==> config.mk <==
export PLATFORM = sky130hd
export DESIGN_NAME = mul_accumulator_flat
export DESIGN_NICKNAME = d
export VERILOG_FILES = /design/src/rtl/mul_accumulator_if.sv /design/src/rtl/mul_accumulator.sv /design/src/flat_wrapper.sv
export SDC_FILE = /design/constraint.sdc
export NUM_CORES = 1
export LEC_CHECK = 0
export BUFFER_PORTS_ARGS = -buffer_cell sky130_fd_sc_hd__buf_2
export CAP_MARGIN = 25
export CORE_MARGIN = 2
export CORE_UTILIZATION = 50
export CTS_CLUSTER_SIZE = 20
export DETAILED_ROUTE_END_ITERATION = 8
export GPL_TIMING_DRIVEN = 0
export PLACE_DENSITY = 0.72
export SLEW_MARGIN = 0
export SYNTH_ARGS = -nofsm -noshare
export SYNTH_HDL_FRONTEND = slang
export SYNTH_SLANG_ARGS = --single-unit
==> constraint.sdc <==
create_clock -name clk -period 3.4 [get_ports clk]
set_input_delay 0.17 -clock clk [delete_from_list [all_inputs] [get_ports clk]]
set_output_delay 0.17 -clock clk [all_outputs]
set_load 0.02 [all_outputs]
==> src/rtl/mul_accumulator_if.sv <==
// Handshake bundle between the multiplier stream, the accumulator and the
// result consumer. The master side drives the job request, product stream
// and ready. The slave side (the accumulator) returns busy, the result and
// its flags.
interface mul_accumulator_if #(
    parameter int IN_WIDTH  = 16,
    parameter int ACC_WIDTH = 32,
    parameter int CNT_WIDTH = 8
);
    logic                 i_start;
    logic [CNT_WIDTH-1:0] i_len;
    logic                 i_valid;
    logic [IN_WIDTH-1:0]  i_product;
    logic                 i_ready;
    logic                 o_busy;
    logic                 o_valid;
    logic [ACC_WIDTH-1:0] o_acc;
    logic                 o_overflow;

    modport master (
        output i_start, i_len, i_valid, i_product, i_ready,
        input  o_busy, o_valid, o_acc, o_overflow
    );

    modport slave (
        input  i_start, i_len, i_valid, i_product, i_ready,
        output o_busy, o_valid, o_acc, o_overflow
    );
endinterface

==> src/rtl/mul_accumulator.sv <==
// Dot-product accumulator that sits behind the 8x8 multiplier core.
// It sums i_len unsigned products into a result and holds that result on a
// valid/ready handshake until the consumer accepts it.
// Optional build macro MUL_ACC_SATURATE_EN: the accumulator clamps to
// all-ones on carry-out instead of wrapping. o_overflow behaves the same in
// both builds.
module mul_accumulator #(
    parameter int IN_WIDTH  = 16,
    parameter int ACC_WIDTH = 32,
    parameter int CNT_WIDTH = 8
) (
    input  logic               clk,
    input  logic               reset_n,
    mul_accumulator_if.slave   io_bus
);
    typedef enum logic [1:0] {
        S_IDLE  = 2'd0,
        S_ACCUM = 2'd1,
        S_HOLD  = 2'd2
    } state_t;

    localparam logic [CNT_WIDTH-1:0] CNT_ONE = CNT_WIDTH'(1);

    state_t               r_state;
    logic [ACC_WIDTH-1:0] r_acc;
    logic [ACC_WIDTH-1:0] r_out_acc;
    logic [CNT_WIDTH-1:0] r_cnt;
    logic [CNT_WIDTH-1:0] r_len;
    logic                 r_valid;
    logic                 r_overflow;
    logic                 r_busy;

    logic [ACC_WIDTH:0]   w_sum;
    logic                 w_carry;
    logic [ACC_WIDTH-1:0] w_next_acc;
    logic                 w_last;

    // The sum is one bit wider than the accumulator; its top bit is the carry.
    assign w_sum   = {1'b0, r_acc} + {{(ACC_WIDTH + 1 - IN_WIDTH){1'b0}}, io_bus.i_product};
    assign w_carry = w_sum[ACC_WIDTH];

`ifdef MUL_ACC_SATURATE_EN
    // Once saturated, any later non-zero product carries again and adding
    // zero leaves all-ones, so clamping on carry alone keeps it pinned.
    assign w_next_acc = w_carry ? {ACC_WIDTH{1'b1}} : w_sum[ACC_WIDTH-1:0];
`else
    assign w_next_acc = w_sum[ACC_WIDTH-1:0];
`endif

    // Only reached in ACCUM, where r_len is non-zero, so r_len-1 never wraps.
    assign w_last = (r_cnt == (r_len - CNT_ONE));

    // Job control FSM with all outputs registered.
    // NOTE: sequential state uses non-blocking assignments so every register
    // samples pre-edge values, regardless of statement order.
    always_ff @(posedge clk or negedge reset_n) begin
        if (!reset_n) begin
            r_state    <= S_IDLE;
            r_acc      <= '0;
            r_out_acc  <= '0;
            r_cnt      <= '0;
            r_len      <= '0;
            r_valid    <= 1'b0;
            r_overflow <= 1'b0;
            r_busy     <= 1'b0;
        end else begin
            case (r_state)
                S_IDLE: begin
                    // A product arriving with the start pulse is not part of the job.
                    if (io_bus.i_start) begin
                        r_overflow <= 1'b0;
                        r_busy     <= 1'b1;
                        if (io_bus.i_len != '0) begin
                            r_len   <= io_bus.i_len;
                            r_acc   <= '0;
                            r_cnt   <= '0;
                            r_state <= S_ACCUM;
                        end else begin
                            r_out_acc <= '0;
                            r_valid   <= 1'b1;
                            r_state   <= S_HOLD;
                        end
                    end
                end
                S_ACCUM: begin
                    if (io_bus.i_valid) begin
                        r_acc      <= w_next_acc;
                        r_cnt      <= r_cnt + CNT_ONE;
                        r_overflow <= r_overflow | w_carry;
                        if (w_last) begin
                            r_out_acc <= w_next_acc;
                            r_valid   <= 1'b1;
                            r_state   <= S_HOLD;
                        end
                    end
                end
                S_HOLD: begin
                    if (r_valid && io_bus.i_ready) begin
                        r_valid <= 1'b0;
                        r_busy  <= 1'b0;
                        r_state <= S_IDLE;
                    end
                end
                default: begin
                    r_valid <= 1'b0;
                    r_busy  <= 1'b0;
                    r_state <= S_IDLE;
                end
            endcase
        end
    end

    assign io_bus.o_busy     = r_busy;
    assign io_bus.o_valid    = r_valid;
    assign io_bus.o_acc      = r_out_acc;
    assign io_bus.o_overflow = r_overflow;
endmodule

==> src/flat_wrapper.sv <==
// flat-port wrapper written by rule: the top's interface ports become plain ports
module mul_accumulator_flat 
#(
    parameter int IN_WIDTH  = 16,
    parameter int ACC_WIDTH = 32,
    parameter int CNT_WIDTH = 8
)
  (clk, reset_n, io_bus_i_start, io_bus_i_len, io_bus_i_valid, io_bus_i_product, io_bus_i_ready, io_bus_o_busy, io_bus_o_valid, io_bus_o_acc, io_bus_o_overflow);
  mul_accumulator_if #(.IN_WIDTH(IN_WIDTH), .ACC_WIDTH(ACC_WIDTH), .CNT_WIDTH(CNT_WIDTH)) io_bus_i ();
  input  logic clk;
  input  logic reset_n;
  input wire logic [$bits(io_bus_i.i_start)-1:0] io_bus_i_start;
  input wire logic [$bits(io_bus_i.i_len)-1:0] io_bus_i_len;
  input wire logic [$bits(io_bus_i.i_valid)-1:0] io_bus_i_valid;
  input wire logic [$bits(io_bus_i.i_product)-1:0] io_bus_i_product;
  input wire logic [$bits(io_bus_i.i_ready)-1:0] io_bus_i_ready;
  output wire logic [$bits(io_bus_i.o_busy)-1:0] io_bus_o_busy;
  output wire logic [$bits(io_bus_i.o_valid)-1:0] io_bus_o_valid;
  output wire logic [$bits(io_bus_i.o_acc)-1:0] io_bus_o_acc;
  output wire logic [$bits(io_bus_i.o_overflow)-1:0] io_bus_o_overflow;
  assign io_bus_i.i_start = io_bus_i_start;
  assign io_bus_i.i_len = io_bus_i_len;
  assign io_bus_i.i_valid = io_bus_i_valid;
  assign io_bus_i.i_product = io_bus_i_product;
  assign io_bus_i.i_ready = io_bus_i_ready;
  assign io_bus_o_busy = io_bus_i.o_busy;
  assign io_bus_o_valid = io_bus_i.o_valid;
  assign io_bus_o_acc = io_bus_i.o_acc;
  assign io_bus_o_overflow = io_bus_i.o_overflow;
  mul_accumulator #(.IN_WIDTH(IN_WIDTH), .ACC_WIDTH(ACC_WIDTH), .CNT_WIDTH(CNT_WIDTH)) u_core (.clk(clk), .reset_n(reset_n), .io_bus(io_bus_i));
endmodule
After elaboration in Yosys (flattened, before gate mapping) --
Index checks and enable logic that the tools add are counted. Widths: inputs -> output; s select.
Word-level totals: memories kept 0, memory bits (writable) 0, flip-flop bits (word level) 85, output and inout port bits 35, bits in latches 0, bits in read-only memories 0, bits of input ports 29
Cells by class: equal/unequal tests 9, divide/modulo/power cells 0, magnitude comparators 0, $add $sub $neg 3, shift operators 0, reductions and logical operators 11, bitwise logic cells 2, multiply operators 0, mux-type cells 30
Operators by type and width (number):
- $mux 32 | 7
- $pmux 32 s2 | 2
- $add 32x16->33 | 1
- $mux 8 | 3
- $pmux 8 s2 | 1
- $mux 2 | 5
- $reduce_and 5->1 | 2
- $reduce_and 3->1 | 3
- $add 8x1->8 const B | 1
- $eq 8x8->1 | 1
- $mux 1 | 8
- $reduce_and 4->1 | 2
- $reduce_bool 8->1 | 1
- $sub 8x1->8 const B | 1
- $ne 2x1->1 const B | 3
- $ne 2x2->1 const B | 3
- $pmux 1 s3 | 2
- $pmux 2 s3 | 1
- $eq 2x1->1 const B | 1
- $eq 2x2->1 const B | 1
- $logic_not 2->1 | 1
- $pmux 1 s2 | 1
- $reduce_bool 2->1 | 1
- $logic_and 1x1->1 | 1
- other kinds (2) | 2

Longest topological paths before layout --
Gate-level depths: netlist of the first run.
word-level depth 5, depth in mapped cells 11

Least setup slack after synthesis of the first run --
OpenSTA, ideal clock, no wires.
path type register to register, from register u_core.r_acc[0], to register u_core.r_out_acc[14] (netlist: u_core.io_bus.o_acc[14]), library setup time 0.142 ns, slack 1.168 ns, cell stages (with the launch flop) 10, clock period less this slack 2.232 ns, arrival time 2.090 ns, path through dfrtp_1 ha_1 fa_1 a211oi_1 o21a_1 a21o_1 nand2_1 o221ai_1 xor2_1 o31ai_2
On the way: longest elaborated chain between the ends 4
Ends and longest elaborated chain:
- start, declared | RTL line mul_accumulator.sv:25 | logic [ACC_WIDTH-1:0] r_acc;
- start signal, assigned | RTL line mul_accumulator.sv:87 | r_acc <= w_next_acc;
- $add 32x16->33 | RTL line mul_accumulator.sv:39 | assign w_sum = {1'b0, r_acc} + {{(ACC_WIDTH + 1 - IN_WIDTH){1'b0}}, io_bus.i_product};
- $mux 32 | RTL line mul_accumulator.sv:90 | if (w_last) begin
- $mux 32 | RTL line mul_accumulator.sv:86 | if (io_bus.i_valid) begin
- $pmux 32 s2 | RTL line mul_accumulator.sv:67 | case (r_state)
- end signal, assigned | RTL line mul_accumulator.sv:91 | r_out_acc <= w_next_acc;
- end, declared | RTL line mul_accumulator.sv:26 | logic [ACC_WIDTH-1:0] r_out_acc;
Every way passes these cells. The select of a mux whose other input is x is not followed. A chain may end at the register's enable or synchronous reset.

Worst setup path in the final report of the first run --
from register u_core.r_acc[0], to register u_core.r_acc[24]
On the way: longest elaborated chain between the ends 3
Ends and longest elaborated chain (RTL line):
- $add 32x16->33 | mul_accumulator.sv:39
- $mux 32 | mul_accumulator.sv:86
- $pmux 32 s2 | mul_accumulator.sv:67
Every way passes these cells. The select of a mux whose other input is x is not followed.

==> flow_metrics.py, run 1 <==
metrics = {
    "synth": {
        "synth_seq_cells": 85,
        "synth-simple-area-share_pct": 19.1,
        "ys_seq_area_share_pct": 42.4,
        "ys_async_sr_fraction_pct": 100,
        "synthAdderAreaFrac_pct": 4.89,
        "synth_compound_area_share_pct": 20.9,
        "synth.most_common_cell": "nand2_1",
        "synth-edff-count": 0,
        "synth_cells": 556,
        "yosys.area.top_type": "dfrtp_1",
        "synthXorXnorAreaFrac_pct": 7.51,
        "synth_cell_types": 61,
        "synth_warnings": 0,
        "netlist_top_cells_area": "dfrtp_1, nand2_1, o21ai_0",
        "syn_nets": 604,
        "netlist.area_leader.share_pct": 42.4,
        "ys_top_cells_by_count": "nand2_1, dfrtp_1, o21ai_0, a21oi_1, o21ai_1",
        "synth_top_family_by_area": "compound AO/OA/AOI/OAI gates",
        "synth_mux_area_share_pct": 1.77,
        "ys.flop_type": "dfrtp_1",
        "syn_area_per_cell_um2": 9.01,
        "netlist_area_um2": 5010,
    },
    "run_status": {
        "status": "completed",
    },
    "pwr": {
        "power.leakage_uw": 0.00258,
        "p_per_area_nw_per_um2": 842,
        "ir_worst_vdd_mv": 0.447,
    },
    "floorplanning": {
        "die_w_um": 104,
        "io_pins": 64,
        "start_util_pct": 51.3,
        "die_area_um2": 10800,
        "rows": 36,
        "die-height_um": 104,
        "core_area_um2": 9770,
    },
    "timing": {
        "period_share_pct": 79.8,
        "drv_slew": 0,
        "finalHoldViolCount": 0,
        "tightest_slew_ns": 0.798,
        "relSlewSlack_pct": 46.3,
        "max_freq_mhz": 369,
        "setup-tns-final_ns": 0,
        "setup_ws_ns": 0.688,
        "finalSetupViolCount": 0,
        "layout_min_cycle_time_ns": 2.71,
        "hold_ws_ns": 0.0477,
        "rsz0062_at_grt": "no",
        "skew_ns": 0.0110,
    },
    "drt": {
        "vias_per_cell": 5.75,
        "avgRoutedWirePerCell_um": 16.1,
        "drt_pass1_iterations": 5,
        "routed_wl_um": 12400,
        "drc": 0,
        "vias": 4424,
        "ant_nets": 0,
        "drt-initial-drc-count": 212,
    },
    "place": {
        "io_buffers": 63,
        "place_ws_ns": 0.749,
        "post-dp-hpwl_um": 9100,
        "gp_congestion": 0.848,
    },
    "layout": {
        "drive_above_1_share_pct": 17.3,
        "nets": 680,
        "fillers": 905,
        "post-route-util_pct": 58.5,
        "n_antenna_cell": 0,
        "syn2layout_area_growth_pct": 14.1,
    },
    "cts": {
        "cts_num_sinks": 85,
        "cts_setup_buffers": 0,
        "clock_path_buffers": 2,
        "cts_tree": "built",
        "cts_buffers": 9,
        "path_clk_slew_ns": 0.08,
        "htreeDepth": 3,
        "cts-root-buf": "clkbuf_8",
        "clk_latency_ns": 0.36,
    },
    "grt": {
        "antenna_found_initial": 0,
        "grt.total_usage_pct": 23.7,
        "grt_pass1_vias": 4354,
        "gr-total-overflow": 0,
        "grt_pass1_wl_um": 20900,
        "grt_start_max_net_pins": 54,
    },
    "critical_path": {
        "cp.required_ns": 3.62,
        "cp-start-kind": "register",
        "critPathKind": "register to register",
        "end_kind": "register",
        "cp.arrival_ns": 2.94,
        "cp_max_fo": 10,
    },
    "worst_hold_path": {
        "hold_class": "input pin to register",
    },
    "job": {
        "maxCapViolations": 0,
    },
}
## final cells by class
cell class	instances	area [um^2]	area share, %
clock buffer	15	156	2.73
buffer	27	133	2.32
timing repair buffer	65	355	6.21
clock inverter	1	30.0	0.525
tap	133	166	2.91
inverter	9	33.8	0.591
sequential	85	2130	37.2
multi-input combinational	435	2720	47.5
## power breakdown
group | leakage [uW] | internal [uW] | switching, uW
combinational | 0.00138 | 940 | 1560
clock | 0.0000919 | 362 | 347
sequential | 0.00111 | 1350 | 261
## layout by cell type (no fill, tap or decap), types with 2 or more instances in the layout
| cell | n |
|---|---|
| o31ai_2 | 4 |
| and3_1 | 9 |
| buf_2 | 75 |
| a21o_1 | 4 |
| nor2b_1 | 5 |
| nor4_1 | 4 |
| o21a_1 | 4 |
| mux2_2 | 6 |
| clkbuf_8 | 10 |
| o21ai_0 | 47 |
| clkbuf_1 | 17 |
| nor2_1 | 24 |
| or3_1 | 3 |
| o21ai_1 | 26 |
| a211oi_1 | 3 |
| a21oi_1 | 30 |
| dfrtp_1 | 85 |
| ha_1 | 18 |
| o211ai_1 | 4 |
| inv_1 | 9 |
| buf_6 | 2 |
| a311oi_1 | 3 |
| nand2_1 | 102 |
| xnor2_1 | 21 |
| nor3_1 | 9 |
| a31oi_1 | 8 |
| nand2b_1 | 5 |
| nand4_1 | 7 |
| and4_1 | 3 |
| xor2_1 | 22 |
| o31ai_1 | 14 |
| nand3_1 | 18 |
| and2_1 | 3 |
## sequential cells by signal, indices dropped and copies added, names as in the netlist
register                  count
u_core.io_bus.o_acc          32
u_core.io_bus.o_busy          1
u_core.io_bus.o_overflow      1
u_core.io_bus.o_valid         1
u_core.r_acc                 32
u_core.r_cnt                  8
u_core.r_len                  8
u_core.r_state                2
## per-layer routing
layer	wire, um	up-vias	global-route usage, %
li1	-	2151	-
met1	5550	2130	30.5
met2	5970	125	40.0
met3	599	18	4.07
met4	257	0	9.36
met5	0	-	0
## metrics by stage
| step | cell area, um^2 | instances | total power (uW) |
|---|---|---|---|
| 2_1_floorplan | 5010 | 556 | 3450 |
| 3_3_place_gp | 5490 | 752 | 4010 |
| 3_5_place_dp | 5520 | 753 | 4090 |
| 4_1_cts | 5720 | 770 | 4820 |
| 5_1_grt | 5720 | 770 | 5210 |
| 6_report | 5720 | 770 | 4820 |
## path summary, 6_finish.rpt
path	from	to	slack, ns	depth (start not counted)
max	u_core.r_acc[0]	u_core.r_acc[24]	0.69	10
max reg2reg	u_core.r_acc[0]	u_core.r_acc[24]	0.69	10
min	io_bus_i_len[3]	u_core.r_len[3]	0.05	2
min in group asynchronous	reset_n	u_core.io_bus.o_acc[25]	0.29	2
min reg2reg	u_core.io_bus.o_acc[25]	u_core.io_bus.o_acc[25]	0.48	2
max in group asynchronous	reset_n	u_core.r_acc[8]	2.51	3
## cell families (layout without fill, tap and decap cells)
kind of cell,Yosys count,after routing
xor+xnor,43,43
buf+inv,36,117
compound gates,163,163
flops,85,85
simple gates,202,202
fa+ha+maj,19,19
mux,8,8
## worst max-delay path, cell delays in order, from the launching register on
cell and delay (ns):
dfrtp_1 0.35, ha_1 0.20, fa_1 0.26, a211oi_1 0.10
o21a_1 0.23, a21o_1 0.23, a21oi_2 0.44, buf_2 0.35
a31oi_1 0.12, o21ai_0 0.20, o31ai_1 0.10
## what timing repair did
item	in CTS	in global routing
hold buffers	1	0
resized for setup	0	0
endpoints found under the hold margin	32	0
Power figures use the tool's default switching activity.
==> run 2, diff against run 1 <==
Settings changed: ABC_AREA from default to 1.
Clock period 3.4 ns to 2.8 ns, I/O delays scaled along.
==> run 2 against run 1 <==
Net effect: via count rose by 19%; flip-flop and latch count did not move; global-route usage rose by 1.3 points; maximum frequency rose by 23%; critical endpoint is now u_core.io_bus.o_acc[20]; clock skew rose by 0.00067 ns; design area rose by 11%; critical path depth rose by 3.
==> flow_metrics.py, run 2 <==
metrics = {
    "timing": {
        "drv_slew": 0,
        "max_freq_mhz": 455,
        "hold_ws_ns": 0.0353,
        "relSlewSlack_pct": 55.2,
        "tightest_slew_ns": 0.672,
        "skew_ns": 0.0117,
        "layout_min_cycle_time_ns": 2.20,
        "finalHoldViolCount": 0,
        "finalSetupViolCount": 0,
        "period_share_pct": 78.5,
        "setup-tns-final_ns": 0,
        "rsz0062_at_grt": "no",
    },
    "synth": {
        "ys_async_sr_fraction_pct": 100,
        "synth_cells": 833,
        "synth-edff-count": 0,
        "netlist.area_leader.share_pct": 38.2,
        "synth_cell_types": 35,
        "synth_seq_cells": 85,
        "syn_area_per_cell_um2": 6.68,
        "netlist_area_um2": 5560,
        "yosys.area.top_type": "dfrtp_1",
        "ys_seq_area_share_pct": 38.2,
        "synth_warnings": 0,
        "ys_top_cells_by_count": "nand2_1, inv_1, dfrtp_1, nor2_1, nand3_1",
        "ys.flop_type": "dfrtp_1",
        "netlist_top_cells_area": "dfrtp_1, nand2_1, inv_1",
        "syn_nets": 881,
        "synth.most_common_cell": "nand2_1",
    },
    "cts": {
        "cts_buffers": 9,
        "htreeDepth": 3,
        "cts_tree": "built",
        "path_clk_slew_ns": 0.10,
        "clk_latency_ns": 0.38,
        "cts_num_sinks": 85,
        "clock_path_buffers": 2,
        "cts-root-buf": "clkbuf_8",
    },
    "layout": {
        "syn2layout_area_growth_pct": 14.1,
        "drive_above_1_share_pct": 14.0,
        "multi_input_area_um2": 2910,
        "n_antenna_cell": 0,
        "final_common_cell": "nand2_1",
        "fillers": 1082,
        "nets": 963,
        "layout_common_cells": "nand2_1, inv_1, dfrtp_1",
        "regArea_um2": 2130,
    },
    "drt": {
        "drc": 0,
        "vias_per_cell": 4.98,
        "routed_wl_um": 13900,
        "drt-initial-drc-count": 291,
        "ant_nets": 0,
        "drt_pass1_iterations": 5,
        "vias": 5275,
        "avgRoutedWirePerCell_um": 13.1,
    },
    "grt": {
        "busiest_layer": "met2",
        "grt_pass1_vias": 4887,
        "gr-total-overflow": 0,
        "globalRouteMet3Util_pct": 4.09,
        "grt_use_met2_pct": 43.7,
        "grt_start_max_net_pins": 56,
        "grt.total_usage_pct": 25.0,
        "antenna_found_initial": 0,
        "grt_pass1_wl_um": 23000,
        "met1_usage_pct": 31.5,
    },
    "place": {
        "gp_congestion": 0.918,
        "io_buffers": 63,
        "post-dp-hpwl_um": 10800,
    },
    "critical_path": {
        "cp.required_ns": 3.10,
        "cp_max_fo": 4,
        "rr_endpoint": "u_core.io_bus.o_acc[20]",
        "r2r_setup_slack_ns": 0.60,
        "end_kind": "register",
        "cp.arrival_ns": 2.50,
        "critPathKind": "register to register",
        "r2r_start": "u_core.r_acc[0]",
        "reg2reg_depth": 13,
        "cp-start-kind": "register",
    },
    "job": {
        "maxCapViolations": 0,
    },
    "floorplanning": {
        "io_pins": 64,
        "die_area_um2": 12000,
        "start_util_pct": 51.3,
        "die-height_um": 109,
        "rows": 38,
        "die_w_um": 109,
        "core_area_um2": 10800,
    },
    "worst_hold_path": {
        "hold_path_startpoint": "io_bus_i_len[6]",
        "hold_class": "input pin to register",
        "hold-path-endpoint": "u_core.r_len[6]",
        "hold_depth": 3,
    },
    "pwr": {
        "ir_worst_vdd_mv": 0.547,
        "power.leakage_uw": 0.00349,
        "p_per_area_nw_per_um2": 1080,
    },
    "run_status": {
        "status": "completed",
    },
}
-- run 2: changes by cell type in the layout (fill, tap and decap cells not counted), moves of 15 or more --
cell,previous run,this run
nor2_1,24,81
nand2_1,102,334
xor2_1,22,2
clkbuf_1,17,2
xnor2_1,21,1
inv_1,9,103
nand3_1,18,53
o21ai_1,26,5
-- run 2: timing repair --
item | in CTS | in global routing
buffers inserted | 0 | 0
hold buffers | 7 | 0
endpoints found under the hold margin | 36 | 0
gates resized for setup | 0 | 0
-- run 2: worst max-delay path, stage by stage, from the launching register on --
cell and delay, ns:
dfrtp_1 0.39, ha_1 0.21, fa_1 0.43, nand2_1 0.08, inv_1 0.04, nand2_1 0.05
nand2_1 0.12, nand3_1 0.10, nand3_1 0.18, nand2_1 0.14, nand2_1 0.05, nand2_1 0.05
nand3_1 0.08, o21ai_0 0.20
-- run 2: how the worst max path moves through the flow --
stage	from	slack, ns	endpoint
after floorplan	u_core.r_acc[0]	0.93	u_core.r_acc[8]
after global placement	u_core.r_acc[6]	0.68	u_core.io_bus.o_acc[31]
after global routing	u_core.r_acc[5]	0.42	u_core.io_bus.o_acc[27]
after CTS	u_core.r_acc[0]	0.60	u_core.io_bus.o_acc[20]
final	u_core.r_acc[0]	0.60	u_core.io_bus.o_acc[20]
after detailed placement	u_core.r_acc[0]	0.62	u_core.io_bus.o_acc[20]
-- run 2: cell type report --
class                           count  area share [%]
Multi-Input combinational cell    626            45.9
Sequential cell                    85            33.5
Buffer                             17            1.93
Clock buffer                       10            2.17
Clock inverter                      6           0.868
Inverter                          105            6.29
Timing Repair Buffer               71            6.55
Tap cell                          140            2.76
-- run 2: kinds of logic (layout without fill, tap and decap cells) --
logic type	Yosys count	after routing	synth area share, %
and+or+nand+nor	512	512	38.2
buffers and inverters	122	209	9.38
AOI/OAI and AO/OA	92	92	9.27
DFF	85	85	38.2
adders and majority gates	19	19	4.41
xor gates and xnor gates	3	3	0.472
-- run 2: power by group --
group	total, uW	internal, uW	switching, uW
Combinational	4060	1320	2740
Sequential	1940	1650	293
Clock	870	364	506
-- run 2: per-stage QoR --
stage | cell area, um^2 | utilization [%] | power (uW) | cells | setup slack [ns]
after floorplan | 5560 | - | 4920 | 833 | 0.933
after global placement | 6050 | 55.8 | 5940 | 1036 | 0.676
after detailed placement | 6080 | 56.1 | 6000 | 1037 | 0.621
after CTS | 6350 | 58.5 | 6900 | 1060 | 0.601
after global routing | 6350 | 58.5 | 7550 | 1060 | 0.416
final | 6350 | 58.5 | 6870 | 1060 | 0.603
-- run 2: per-layer routing --
layer	vias up	wire, um	share of wire (%)
li1	2771	-	-
met1	2397	6390	46
met2	93	6790	49
met3	14	484	3.5
met4	0	214	1.5
met5	-	0	0
